--- src/rtl/gt_tx_framer_pkg.sv ---
// Shared constants and FSM state type for the GT TX framer and its RX checker.
package gt_tx_framer_pkg;

   // Default IDLE word: comma character in the upper byte, data in the lower.
   localparam logic [15:0] c_idle_word = 16'hbc95;
   localparam logic [1:0]  c_idle_k    = 2'b10;

   typedef enum logic [1:0] {
      ST_INIT,
      ST_WAIT_ALIGN,
      ST_RUN
   } framer_state_t;

endpackage

--- src/rtl/gt_tx_framer.sv ---
// GT transmit framer: sends IDLE during link bring-up, then streams payload
// words with a forced IDLE slot every g_IDLE_PERIOD cycles for clock correction.
module gt_tx_framer
   import gt_tx_framer_pkg::*;
#(
   parameter logic [15:0] g_IDLE        = c_idle_word,
   parameter logic [1:0]  g_IDLE_K      = c_idle_k,
   parameter int          g_IDLE_PERIOD = 193,
   parameter int          g_INIT_IDLES  = 64
) (
   input  logic        usrclk_i,
   input  logic        rst_n_i,
   input  logic [15:0] data_i,
   input  logic        valid_i,
   output logic        ready_o,
   input  logic        rx_aligned_i,
   output logic [15:0] tx_data_o,
   output logic [1:0]  tx_k_o,
   output logic        link_up_o,
   output logic [31:0] tx_word_cnt_o,
   output logic [15:0] drop_cnt_o
);

   localparam logic [15:0] SLOT_LAST = 16'(g_IDLE_PERIOD - 1);
   localparam int          INIT_W    = (g_INIT_IDLES > 2) ? $clog2(g_INIT_IDLES) : 1;
   localparam logic [INIT_W-1:0] INIT_LAST = INIT_W'(g_INIT_IDLES - 1);

   framer_state_t     state, state_nxt;
   logic [15:0]       slot_cnt;
   logic [INIT_W-1:0] init_cnt;
   logic              accept;
   logic              align_lost;

   // The last slot of each period refuses a word, so the output cycle that
   // follows (slot 0) is always free for the forced IDLE.
   assign ready_o    = (state == ST_RUN) && (slot_cnt != SLOT_LAST);
   assign link_up_o  = (state == ST_RUN);
   assign accept     = valid_i && ready_o;
   assign align_lost = (state == ST_RUN) && !rx_aligned_i;

   // Next-state logic for the link bring-up FSM.
   always_comb begin
      // NOTE: default assigned first so every path drives state_nxt and no latch is inferred.
      state_nxt = state;
      case (state)
         ST_INIT:       if (init_cnt == INIT_LAST) state_nxt = ST_WAIT_ALIGN;
         ST_WAIT_ALIGN: if (rx_aligned_i)          state_nxt = ST_RUN;
         ST_RUN:        if (!rx_aligned_i)         state_nxt = ST_WAIT_ALIGN;
         default:                                  state_nxt = ST_INIT;
      endcase
   end

   // State register, free-running slot counter and INIT idle counter.
   always_ff @(posedge usrclk_i or negedge rst_n_i) begin
      if (!rst_n_i) begin
         // NOTE: non-blocking assignments keep every register update on the same edge, race-free.
         state    <= ST_INIT;
         slot_cnt <= '0;
         init_cnt <= '0;
      end else begin
         state    <= state_nxt;
         slot_cnt <= (slot_cnt == SLOT_LAST) ? '0 : slot_cnt + 16'd1;
         if (state == ST_INIT) init_cnt <= init_cnt + 1'b1;
         else                  init_cnt <= '0;
      end
   end

   // Output word register: an accepted word goes out the next cycle, else IDLE.
   always_ff @(posedge usrclk_i or negedge rst_n_i) begin
      if (!rst_n_i) begin
         tx_data_o     <= g_IDLE;
         tx_k_o        <= g_IDLE_K;
         tx_word_cnt_o <= '0;
      end else if (accept) begin
         tx_data_o     <= data_i;
         tx_k_o        <= 2'b00;
         tx_word_cnt_o <= tx_word_cnt_o + 32'd1;
      end else begin
         tx_data_o     <= g_IDLE;
         tx_k_o        <= g_IDLE_K;
      end
   end

   // Alignment-loss counter, saturating so a flapping link never wraps to zero.
   always_ff @(posedge usrclk_i or negedge rst_n_i) begin
      if (!rst_n_i) begin
         drop_cnt_o <= '0;
      end else if (align_lost && (drop_cnt_o != 16'hffff)) begin
         drop_cnt_o <= drop_cnt_o + 16'd1;
      end
   end

endmodule

--- config.mk ---
export PLATFORM = sky130hd
export DESIGN_NAME = gt_tx_framer
export DESIGN_NICKNAME = d
export VERILOG_FILES = /design/src/rtl/gt_tx_framer_pkg.sv /design/src/rtl/gt_tx_framer.sv
export SDC_FILE = /design/constraint.sdc
export NUM_CORES = 1
export LEC_CHECK = 0
export ABC_AREA = 1
export BUFFER_PORTS_ARGS = -buffer_cell sky130_fd_sc_hd__buf_2
export CAP_MARGIN = 20
export CORE_AREA = 2 2 114 116
export DETAILED_ROUTE_END_ITERATION = 16
export DIE_AREA = 0 0 116 118
export HOLD_SLACK_MARGIN = 0.03
export PLACE_DENSITY = 0.6
export SYNTH_ARGS = -nofsm -noshare
export SYNTH_HDL_FRONTEND = slang
export SYNTH_SLANG_ARGS = --single-unit
--- constraint.sdc ---
create_clock -name usrclk_i -period 1.35 [get_ports usrclk_i]
set_input_delay 0.27 -clock usrclk_i [delete_from_list [all_inputs] [get_ports usrclk_i]]
set_output_delay 0.27 -clock usrclk_i [all_outputs]
set_load 0.01 [all_outputs]
==> Word level (Yosys, flattened, before mapping) <==
Index checks and enable logic that the tools add are counted.
{ "totals": {"out_inout_bits": 68, "word_cells": 35, "register_bits": 90, "input_bits": 20} }
{ "classes": {"n_eq_ne": 9, "addsub": 4, "n_reduce_logical": 7, "muxes": 8} }
{ "ops": {"columns": ["op", "n"], "rows": [
  ["adder 16 x 1 -> 16 bit (second input constant)", 2],
  ["adder 32 x 1 -> 32 bit (second input constant)", 1],
  ["2-to-1 mux 16 bit", 2],
  ["equality test 16 x 8 -> 1 bit (second input constant)", 1],
  ["!= test 16 bit (second input constant)", 1],
  ["!= test 16 x 8 -> 1 bit (second input constant)", 1],
  ["2-to-1 mux 2 bit", 4],
  ["adder 6 x 1 -> 6 bit (second input constant)", 1],
  ["equality test 6 bit (second input constant)", 1],
  ["2-to-1 mux 6 bit", 1],
  ["!= test 2 bit (second input constant)", 3],
  ["case mux 2 bit (3 select lines)", 1],
  ["logical AND 1 bit", 4],
  ["AND reduction 3 bit", 1],
  ["equality test 2 x 1 -> 1 bit (second input constant)", 1],
  ["equality test 2 bit (second input constant)", 1],
  ["logical NOT 2 bit", 1],
  ["logical NOT 1 bit", 1]
]} }

==> Logic depth before layout (Yosys ltp) <==
{ "logic_depth": {"depth_word": 4, "mapped_depth": 10, "depth_no_buf": 10} }

==> Worst setup path after synthesis <==
Ideal clock, no wire load.
{ "synth_path": {"path_type": "register to register", "from": "register drop_cnt_o[1]", "to": "register drop_cnt_o[13]", "path_stages_with_launch": 10, "path_buffers": 1, "t_arrival_ns": 1.427, "setup_time_ns": 0.116, "period_less_slack_ns": 1.543, "t_required_ns": 1.234, "slack_ns": -0.193, "path_cell_list": "dfrtp_1 ha_1 nand3_2 nor3_4 nand2_2 nand2_2 nand2_4 buf_6 nand2_1 nand2_1"} }
{ "synth_between": {"elab_chain_len": 2, "elab_cells_between_ends": 3, "classes_between": "1 x add/sub; 1 x eq/ne; 1 x reduce/logical"} }
{ "synth_rtl": {"columns": ["item", "line_no", "text"], "rows": [
  ["from (decl)", "gt_tx_framer.sv:21", "output logic [15:0] drop_cnt_o"],
  ["from (signal assigned)", "gt_tx_framer.sv:89", "drop_cnt_o <= drop_cnt_o + 16'd1;"],
  ["branches (longest 2 deep; another with adder 16 x 1 -> 16 bit)", null, null]
]} }
Several ways; the timed one is not identified.
A chain may end at the register's enable or synchronous reset.

==> Final worst setup path <==
{ "layout_path": {"from": "register slot_cnt[0]", "to": "output ready_o"} }
{ "layout_between": {"elab_chain_len": 2} }
{ "layout_rtl": {"columns": ["item", "line_no", "text"], "rows": [
  ["from (decl)", "gt_tx_framer.sv:29", "logic [15:0] slot_cnt;"],
  ["from (signal assigned)", "gt_tx_framer.sv:62", "slot_cnt <= (slot_cnt == SLOT_LAST) ? '0 : slot_cnt + 16'd1;"],
  ["!= test 16 x 8 -> 1 bit", "gt_tx_framer.sv:36", "assign ready_o = (state == ST_RUN) && (slot_cnt != SLOT_LAST);"],
  ["logical AND 1 bit", "gt_tx_framer.sv:36", null],
  ["to (decl)", "gt_tx_framer.sv:15", "output logic ready_o,"]
]} }
No other way between the ends.

==> results_dict.tcl <==
set metrics [dict create \
    hold_depth 2 \
    synth.avg_cell_area_um2 7.314 \
    core_mm2 0.01241 \
    reg2reg_depth 11 \
    synth_fa_ha_area_share_pct 1.284 \
    post-route-period-util_pct 129.2 \
    remaining_drc_errors 0 \
    power.share.switching_pct 33.02 \
    dpl.cell_count 1001 \
    pwr-share-comb_pct 31.1 \
    finalSetupViolCount 66 \
    viasPerCell 4.564 \
    drv_slew 0 \
    drive_above_1_share_pct 39.98 \
    power.clock.fraction_pct 29.5 \
    grt_start_max_net_pins 29 \
    path_clk_slew_ns 0.07 \
    crit_path_start_kind "flip-flop" \
    cap_violations 0 \
    finalNetCount 903 \
    dr.first_iter.drc_count 266 \
    grt_pass1_wl_mm 22.11 \
    ys_seq_area_share_pct 45.98 \
    peakVddDrop_v 0.0007263 \
    grt.total_usage_pct 20.56 \
    outcome "complete, but fails checks" \
    crit_chain "inv_1 -> ha_2 -> nand3_2 -> nor2_4 -> nand2_2 -> nand2_2 -> inv_2 -> buf_6" \
    die_w_um 116 \
    dieArea_mm2 0.01369 \
    critPathKind "flip-flop to output pin" \
    fin_ws_ns -0.3939 \
    ioPinCount 88 \
    cts_sinks 89 \
    gr-total-overflow 0 \
    drtPass1Iterations 4 \
    critPathMostFrequentCell "nand2_2" \
    synth_compound_area_share_pct 2.492 \
    crit_arrival_ns 1.47 \
    start_util_pct 39.24 \
    cts_htree_levels 3 \
    end_kind "output pin" \
    portBuffers 86 \
    ys_seq_elements 89 \
    place_congestion 0.8613 \
    hold_path_class "primary input to flip-flop" \
    fp-row-count 41 \
    timing.fmax_mhz 573.4 \
    cpMaxStageDelayCell "dfrtp_1" \
    numCtsBuffers 9 \
    fin_skew_ns 0.007163 \
    synth-simple-area-share_pct 35.55 \
    final_common_cell "nand2_1" \
    dr_total_vias 4815 \
    power.density_mw_per_mm2 1122 \
    synthCells 666 \
    drtAntennaViolNets 0 \
    final_cells 1055 \
    cts_root_buffer "clkbuf_16" \
    clock_path_buffers 2 \
    max_stage_delay_ns 0.38 \
    die_h_um 118 \
    postPlaceCellArea_mm2 0.006233 \
    cp.required_ns 1.08 \
    insertion_delay_ns 0.35 \
    cellLeakagePower_uw 0.003761 \
    finalHoldViolations 0 \
    r2r_start "slot_cnt[0]$_DFF_PN0_" \
    fin_area_mm2 0.007476 \
    area_delta_synth_final_pct 53.48 \
    dp_hpwl_mm 9.157 \
    reg2reg_to "tx_data_o[13]$_DFF_PN1_" \
    num_antenna_cells 0 \
    drt_wl_total_mm 13.88 \
    muxShareOfSynthArea_pct 0 \
    netlist_top_cells_area "dfrtp_1 (41%), nand2_1 (20%), nor2_1 (7.4%)" \
    yosysWarnings 0 \
    synthesis.area_mm2 0.004871 \
    seqPwrFrac_pct 39.5 \
    hold_end "tx_data_o[13]$_DFF_PN1_" \
    crit_fanout 2 \
    layout_common_cells "nand2_1 (215), buf_4 (81), nor2_1 (77), buf_2 (75)" \
    finalCriticalPeriod_ns 1.744 \
    synth_top_family_by_area "simple AND/OR/NAND/NOR gates" \
    syn-num-nets 691 \
    yosysUniqueCellTypes 32 \
    internal_power_uw 5620 \
    rsz0062_at_grt "true" \
    cts_tree "built" \
    wire_per_inst_um 13.16 \
    synth-xor-area-share_pct 6.653 \
    hold_start "data_i[13]" \
    antenna_found_initial 0 \
    grt_pass1_vias 4617 \
    netSwitchingPower_uw 2771 \
    yosysTopAreaCell "dfrtp_1" \
    r2r_slack_ns -0.37 \
    violations "negative setup slack" \
    synth_top_area_share_pct 40.59 \
]
## worst max path at each step
stage | start | end | slack (ns) | depth (start not counted)
final | slot_cnt[0]$_DFF_PN0_ | ready_o | -0.39 | 8
after CTS | slot_cnt[1]$_DFF_PN0_ | ready_o | -0.41 | 8
after floorplan | drop_cnt_o[1]$_DFFE_PN0P_ | drop_cnt_o[13]$_DFFE_PN0P_ | -0.15 | 9
after global placement | drop_cnt_o[1]$_DFFE_PN0P_ | drop_cnt_o[2]$_DFFE_PN0P_ | -0.11 | 6
after detailed placement | drop_cnt_o[1]$_DFFE_PN0P_ | drop_cnt_o[2]$_DFFE_PN0P_ | -0.19 | 6
after global routing | slot_cnt[0]$_DFF_PN0_ | ready_o | -0.46 | 8
## cells by family (layout without fill, tap and decap cells)
family | count (synthesis) | in the layout
and+or+nand+nor | 422 | 424
xor gates and xnor gates | 37 | 37
buffers and inverters | 90 | 305
DFF | 89 | 89
other | 1 | 1
AOI/OAI and AO/OA | 22 | 22
adders and majority gates | 5 | 5
## repair_timing
action	in CTS	in global routing
buffers inserted	21	20
pin swaps	26	34
resized for setup	52	111
cloned	8	2
endpoints found under the setup margin	78	94
hold endpoints to repair	7	0
hold buffers	1	0
## registers in the layout, indices dropped and copies added, names as in the netlist
register       flops
slot_cnt          16
init_cnt           6
tx_k_o             1
tx_data_o         16
drop_cnt_o        16
state              2
tx_word_cnt_o     32
## layout make-up
class / instances / area [um2]
Multi-Input combinational cell: 489 / 2679
Tap cell: 172 / 215.2
Fill cell: 1130 / 4938
Clock buffer: 9 / 225.2
Timing Repair Buffer: 210 / 1742
Sequential cell: 89 / 2251
Clock inverter: 7 / 58.81
Inverter: 79 / 305.3
## cells in the mapped netlist (all sizes together)
cell,instances
a21oi,3
clkinv,1
buf,11
dfstp,10
xnor2,14
nand3b,2
nand2,262
nand4,5
nand3,33
conb,1
and2,1
ha,5
or2,9
xor2,23
o21ai,18
nor2,101
inv,78
o32ai,1
nor3,8
dfrtp,79
and3,1
## worst max-delay path: cells and delay by family (launching register included)
kind / cells / cell delay (ns)
flops: 1 / 0.38
simple gates: 4 / 0.36
buf+inv: 3 / 0.21
fa+ha+maj: 1 / 0.17
## layer usage
layer  vias to the layer above  wire [um]  global-route usage [%]  part of all wire [%]
met5                         -          0                       0                     0
met4                         0        308                   6.994                   2.2
met3                        23        724                   4.840                   5.2
met2                       125       6709                   32.35                    48
met1                      2209       6138                   27.72                    44
li1                       2458          -                       -                     -
## power groups by stage
stage / combinational (uW) / clock (uW) / sequential [uW]
finish: 2610 / 2470 / 3310
detailed placement: 1970 / 0 / 3340
CTS: 2340 / 2540 / 3300
global route: 2860 / 2660 / 3360
floorplan: 934 / 0 / 3470
global placement: 1900 / 0 / 3320
## through the flow
step                      setup WS [ns]  utilization, %  hold WS (ns)  total power [uW]  setup TNS (ns)
after floorplan                 -0.1452               -      -0.02559              4400          -2.182
after global placement          -0.1075           50.21        0.1783              5222          -4.708
after detailed placement        -0.1857           50.21        0.1820              5307          -7.085
after CTS                       -0.4051           56.68       0.09805              8173          -16.79
after global routing            -0.4585           60.22        0.1061              8881          -21.53
final                           -0.3939           60.22        0.1056              8392          -16.01
Note: power is estimated with default switching activity, not from simulation.
